[src/rtl/interrupt_sequencer.sv]
// RESET/NMI/IRQ arbiter for the hmc-6502 core: hijacks the opcode fetch with BRK at instruction boundaries.
// Optional NMI_HIJACK_EN: a pending NMI takes over an IRQ service before its vector fetch.
//   state   | meaning
//   IDLE    | no service; software BRK values presented
//   RST_INJ | reset seen; arm the reset injection
//   INJ     | inject=1 for the hijacked opcode fetch
//   SERVICE | waiting for vector_fetch or timeout
module interrupt_sequencer #(
    parameter int SVC_TIMEOUT = 16,
    parameter int TCNT_W      = 5
) (
    input  logic       ph1,
    input  logic       reset,
    input  logic       nmi_b,
    input  logic       irq_b,
    input  logic       p_i,
    input  logic       last_cycle,
    input  logic       vector_fetch,
    output logic       inject,
    output logic [1:0] int_src,
    output logic [7:0] vector_lo,
    output logic       b_flag,
    output logic       busy,
    output logic       svc_err
);

    typedef enum logic [1:0] {
        IDLE    = 2'd0,
        RST_INJ = 2'd1,
        INJ     = 2'd2,
        SERVICE = 2'd3
    } state_t;

    localparam logic [1:0] SRC_NONE = 2'b00;
    localparam logic [1:0] SRC_IRQ  = 2'b01;
    localparam logic [1:0] SRC_NMI  = 2'b10;
    localparam logic [1:0] SRC_RST  = 2'b11;
    localparam logic [TCNT_W-1:0] CNT_TO = TCNT_W'(SVC_TIMEOUT);

    state_t            r_state, w_state_nxt;
    logic [1:0]        r_int_src, w_src_nxt;
    logic [7:0]        r_vector_lo, w_vl_nxt;
    logic              r_inject, w_inj_nxt;
    logic              r_b_flag, w_b_nxt;
    logic              r_busy, w_busy_nxt;
    logic              r_svc_err, w_err_nxt;
    logic [TCNT_W-1:0] r_cnt, w_cnt_nxt;
    logic              r_nmi_q;
    logic              r_nmi_pend;
    logic              w_nmi_edge;
    logic              w_nmi_req;
    logic              w_nmi_clr;
    logic              w_pend_nxt;

    // The same-cycle edge is honoured so an NMI arriving with last_cycle beats IRQ.
    assign w_nmi_edge = r_nmi_q & ~nmi_b;
    assign w_nmi_req  = r_nmi_pend | w_nmi_edge;
    assign w_nmi_clr  = (r_state == SERVICE) && vector_fetch && (r_int_src == SRC_NMI);
    assign w_pend_nxt = w_nmi_edge | (r_nmi_pend & ~w_nmi_clr);

    always_ff @(posedge ph1) begin
        if (reset) begin
            r_state     <= RST_INJ;
            r_int_src   <= SRC_RST;
            r_vector_lo <= 8'hFC;
            r_inject    <= 1'b0;
            r_b_flag    <= 1'b0;
            r_busy      <= 1'b1;
            r_svc_err   <= 1'b0;
            r_cnt       <= '0;
            r_nmi_q     <= 1'b1;
            r_nmi_pend  <= 1'b0;
        end else begin
            r_state     <= w_state_nxt;
            r_int_src   <= w_src_nxt;
            r_vector_lo <= w_vl_nxt;
            r_inject    <= w_inj_nxt;
            r_b_flag    <= w_b_nxt;
            r_busy      <= w_busy_nxt;
            r_svc_err   <= w_err_nxt;
            r_cnt       <= w_cnt_nxt;
            r_nmi_q     <= nmi_b;
            r_nmi_pend  <= w_pend_nxt;
        end
    end

    always_comb begin
        w_state_nxt = r_state;
        w_src_nxt   = r_int_src;
        w_vl_nxt    = r_vector_lo;
        w_inj_nxt   = 1'b0;
        w_b_nxt     = r_b_flag;
        w_busy_nxt  = r_busy;
        w_err_nxt   = r_svc_err;
        w_cnt_nxt   = r_cnt;
        case (r_state)
            RST_INJ: begin
                w_state_nxt = INJ;
                w_inj_nxt   = 1'b1;
                w_src_nxt   = SRC_RST;
                w_vl_nxt    = 8'hFC;
                w_b_nxt     = 1'b0;
                w_busy_nxt  = 1'b1;
                w_cnt_nxt   = '0;
            end
            INJ: begin
                w_state_nxt = SERVICE;
                w_cnt_nxt   = r_cnt + 1'b1;
            end
            SERVICE: begin
                w_cnt_nxt = r_cnt + 1'b1;
                if (vector_fetch || (w_cnt_nxt == CNT_TO)) begin
                    w_state_nxt = IDLE;
                    w_src_nxt   = SRC_NONE;
                    w_vl_nxt    = 8'hFE;
                    w_b_nxt     = 1'b1;
                    w_busy_nxt  = 1'b0;
                    w_cnt_nxt   = '0;
                    if (!vector_fetch)
                        w_err_nxt = 1'b1;
                end
`ifdef NMI_HIJACK_EN
                else if ((r_int_src == SRC_IRQ) && r_nmi_pend) begin
                    w_src_nxt = SRC_NMI;
                    w_vl_nxt  = 8'hFA;
                end
`endif
            end
            default: begin
                if (last_cycle && (w_nmi_req || (!irq_b && !p_i))) begin
                    w_state_nxt = INJ;
                    w_inj_nxt   = 1'b1;
                    w_src_nxt   = w_nmi_req ? SRC_NMI : SRC_IRQ;
                    w_vl_nxt    = w_nmi_req ? 8'hFA : 8'hFE;
                    w_b_nxt     = 1'b0;
                    w_busy_nxt  = 1'b1;
                    w_cnt_nxt   = '0;
                end
            end
        endcase
    end

    assign inject    = r_inject;
    assign int_src   = r_int_src;
    assign vector_lo = r_vector_lo;
    assign b_flag    = r_b_flag;
    assign busy      = r_busy;
    assign svc_err   = r_svc_err;

endmodule

[config.mk]
export PLATFORM = sky130hd
export DESIGN_NAME = interrupt_sequencer
export DESIGN_NICKNAME = d
export VERILOG_FILES = /design/src/rtl/interrupt_sequencer.sv
export SDC_FILE = /design/constraint.sdc
export NUM_CORES = 1
export LEC_CHECK = 0
export CAP_MARGIN = 30
export CORE_MARGIN = 1.5
export CORE_UTILIZATION = 48
export CTS_CLUSTER_SIZE = 12
export DETAILED_ROUTE_END_ITERATION = 16
export PLACE_DENSITY = 0.76
export REMOVE_ABC_BUFFERS = 1
export SETUP_SLACK_MARGIN = 0.15
export SLEW_MARGIN = 10
export SYNTH_ARGS = -nofsm -noshare
export SYNTH_HDL_FRONTEND = slang
export SYNTH_SLANG_ARGS = --single-unit
[constraint.sdc]
create_clock -name ph1 -period 2.6 [get_ports ph1]
set_clock_uncertainty 0.2 [all_clocks]
set_input_delay 0.26 -clock ph1 [delete_from_list [all_inputs] [get_ports ph1]]
set_output_delay 0.26 -clock ph1 [all_outputs]
set_load 0.005 [all_outputs]
==> impl_metrics.csv <==
group,metric,value,unit
floorplanning,core,1960,um^2
global_routing,grt_pass1_vias,817,
detailed_routing,vias,876,
yosys,ys_top_cells_by_area,"dfxtp_1 (34%), ha_1 (9.9%), a21oi_1 (5.0%)",
worst_setup_path,reg2reg_to,"r_cnt[3]$_SDFFE_PP0P_",
detailed_routing,viasPerCell,5.62,
power_and_ir_drop,netSwitchingPower,0.417,mW
timing,rsz0062_at_grt,"false",
floorplanning,die_x,48.9,um
global_routing,grt_pass1_wl,3350,um
run,drv_cap,0,
clocking,clk_latency,0.29,ns
finish,stdcell_count,156,
global_routing,grt_max_degree,19,
timing,worst_pin_slew,0.622,ns
finish,drive_above_1_share,16.3,%
clocking,cts_max_path_buffers,2,
yosys,ys_seq_elements,17,
clocking,cts_hold_buf,0,
timing,finalCritPeriodShare,89.3,%
yosys,syn-cell-area,1010,um^2
detailed_routing,drcViolationCount,0,
power_and_ir_drop,p_sw_share,39.2,%
finish,multi_input_area,612,um^2
timing,finalSetupTns,0,ns
finish,n_antenna_cell,0,
yosys,synth_edf_count,0,
hold_path,hold_class,"flip-flop to flip-flop",
worst_setup_path,reg2reg_slack,0.28,ns
clocking,htree_levels,1,
detailed_routing,avgRoutedWirePerCell,12.6,um
power_and_ir_drop,power_frac_clock,13.3,%
finish,fillCellCount,188,
worst_setup_path,crit_fanout,9,
finish,fin_nets,145,
detailed_routing,wl_met1,881,um
worst_setup_path,end_kind,"flip-flop",
worst_setup_path,timing.rr.start,"r_cnt[1]$_SDFFE_PP0P_",
worst_setup_path,crit_type,"flip-flop to flip-flop",
status,status,"finished, final reports clean",
yosys,synth_top_area_share,33.7,%
yosys,synthArstFlopShare,0,%
global_routing,grt_usage,17.8,%
power_and_ir_drop,power_leakage,0.461,nW
finish,area_growth,17.7,%
detailed_routing,highest_layer,"met4",
finish,final_cell_mix,"dfxtp_1 (16), clkdlybuf4s50_1 (14), a21oi_1 (10)",
detailed_routing,drtIter0Drc,21,
power_and_ir_drop,irDropWorstVdd,0.504,mV
hold_path,hold_start,"svc_err$_SDFFE_PP0P_",
worst_setup_path,cp.required,2.62,ns
floorplanning,ios,21,
finish,mostFrequentLayoutCell,"dfxtp_1",
worst_setup_path,ff2ff_path_depth,6,
yosys,ys_types,40,
hold_path,min_to,"svc_err$_SDFFE_PP0P_",
floorplanning,initial_core_util,51.5,%
hold_path,min_path_cells,2,
floorplanning,die_area,2390,um^2
timing,period_minus_slack,2.32,ns
global_routing,antenna_found_initial,0,
place,gp_congestion,0.832,
place,hpwlAfterDp,1470,um
worst_setup_path,cp.arrival,2.34,ns
power_and_ir_drop,pwr-share-seq,36.8,%
clocking,root_buffer,"clkbuf_4",
worst_setup_path,cp-start-kind,"flip-flop",
power_and_ir_drop,internal_power,0.646,mW
detailed_routing,wl,1960,um
clocking,cts_buffers,3,
floorplanning,chipHeight,48.9,um
detailed_routing,wl_met2,989,um
place,port_buffers,14,
timing,finalSetupViolCount,0,
yosys,synth_largest_area_cell,"dfxtp_1",
timing,max_freq,431,MHz
clocking,cts_tree,"built",
yosys,yosysWarnings,0,
detailed_routing,met3_length,68,um
yosys,seq_area_frac_synth,33.7,%
power_and_ir_drop,p_comb_share,49.8,%
place,placedCellCount,152,
floorplanning,rows,16,
yosys,synth_ff_type,"dfxtp_1",
detailed_routing,drtPass1Iterations,4,
power_and_ir_drop,powerDensity,894,nW/um^2
timing,slew_headroom,58.4,%
timing,drv_slew,0,
yosys,syn_inst,114,
clocking,path_clk_slew,0.10,ns
finish,register_area,342,um^2
timing,hold_violations,0,
yosys,synthesis.area_per_instance,8.86,um^2
detailed_routing,ant_nets,0,
global_routing,grt_overflow,0,
clocking,cts_sinks,17,
-- worst max-delay path, cell delays in order (launching register included) --
cell and delay, ns:
dfxtp_1 0.46, ha_1 0.30, nand3_2 0.13, mux2i_2 0.21, o221a_4 0.32, or4_1 0.47, a31oi_1 0.16
-- layer usage --
layer	track usage, %	vias up
li1	-	433
met1	21.5	418
met2	30.8	21
met3	1.84	4
met4	9.52	0
met5	0	-
-- flip-flops by register name, summed over array words and instances (netlist names) --
| name | count |
|---|---|
| r_state | 2 |
| inject | 1 |
| b_flag | 1 |
| r_cnt | 5 |
| vector_lo | 2 |
| int_src | 2 |
| busy | 1 |
| svc_err | 1 |
| r_nmi_pend | 1 |
| r_nmi_q | 1 |
-- stage by stage --
stage                     utilization (%)  area [um^2]  setup slack [ns]  hold WS, ns  total power [mW]
after floorplan                         -          967             0.443        0.129             0.724
after global placement               58.9         1160             0.277        0.233             0.913
after detailed placement             58.9         1160             0.221        0.237             0.924
after CTS                            60.3         1180             0.214        0.251              1.07
after global routing                 60.6         1190             0.164        0.297              1.15
final                                60.6         1190             0.279        0.249              1.06
-- synth_stat cells (2+ instances only) --
cell and number:
dfxtp_1 17, nand2_1 8, ha_1 8, a31oi_1 2, nor3_1 5, inv_1 5
a21oi_1 10, mux2i_1 3, conb_1 2, nor2_1 8, o21ai_0 4, a311oi_1 2
buf_4 6, nand3_1 4, or4_1 2, clkbuf_1 2, nand2b_1 3
-- how the worst max path moves through the flow --
stage	start	to	slack, ns	cells after the start
floorplan	r_state[0]$_SDFFE_PP1P_	r_cnt[3]$_SDFFE_PP0P_	0.44	6
global placement	nmi_b	r_cnt[2]$_SDFFE_PP0P_	0.28	7
detailed placement	r_cnt[0]$_SDFFE_PP0P_	int_src[1]$_SDFFE_PP1P_	0.22	6
CTS	r_cnt[0]$_SDFFE_PP0P_	int_src[1]$_SDFFE_PP1P_	0.21	6
global route	r_cnt[1]$_SDFFE_PP0P_	r_cnt[3]$_SDFFE_PP0P_	0.16	6
finish	r_cnt[1]$_SDFFE_PP0P_	r_cnt[3]$_SDFFE_PP0P_	0.28	6
-- cell families (layout without fill, tap and decap cells) --
family	count (synthesis)	after routing	share of synthesized area [%]
AND/OR/NAND/NOR	41	41	22.9
AO/OA/AOI/OAI	29	29	22.2
flip-flops	17	17	33.7
buffers and inverters	14	25	7.56
adder cells (fa/ha/maj)	8	8	9.91
multiplexers	3	3	2.97
other	2	6	0.744
-- what timing repair did --
| action | in CTS | in global routing |
|---|---|---|
| buffers inserted | 0 | 0 |
| setup endpoints to repair | 0 | 3 |
| gates resized for setup | 0 | 2 |
-- area by class of cell --
type                       instances  share of cell area (%)
multi-input combinational         87                    51.5
clock buffer                       3                    1.89
inverter                           5                    1.58
sequential                        17                    28.7
tap                               27                    2.84
clock inverter                     1                   0.421
timing repair buffer              16                    13.1
-- power by group through the flow --
stage / Clock, mW / Sequential (mW) / Combinational, mW
after global routing: 0.159 / 0.404 / 0.591
after CTS: 0.144 / 0.391 / 0.533
after detailed placement: 0 / 0.395 / 0.529
final: 0.142 / 0.392 / 0.529
after global placement: 0 / 0.391 / 0.522
after floorplan: 0 / 0.386 / 0.338
No activity file was read; power rests on OpenSTA's default activity.
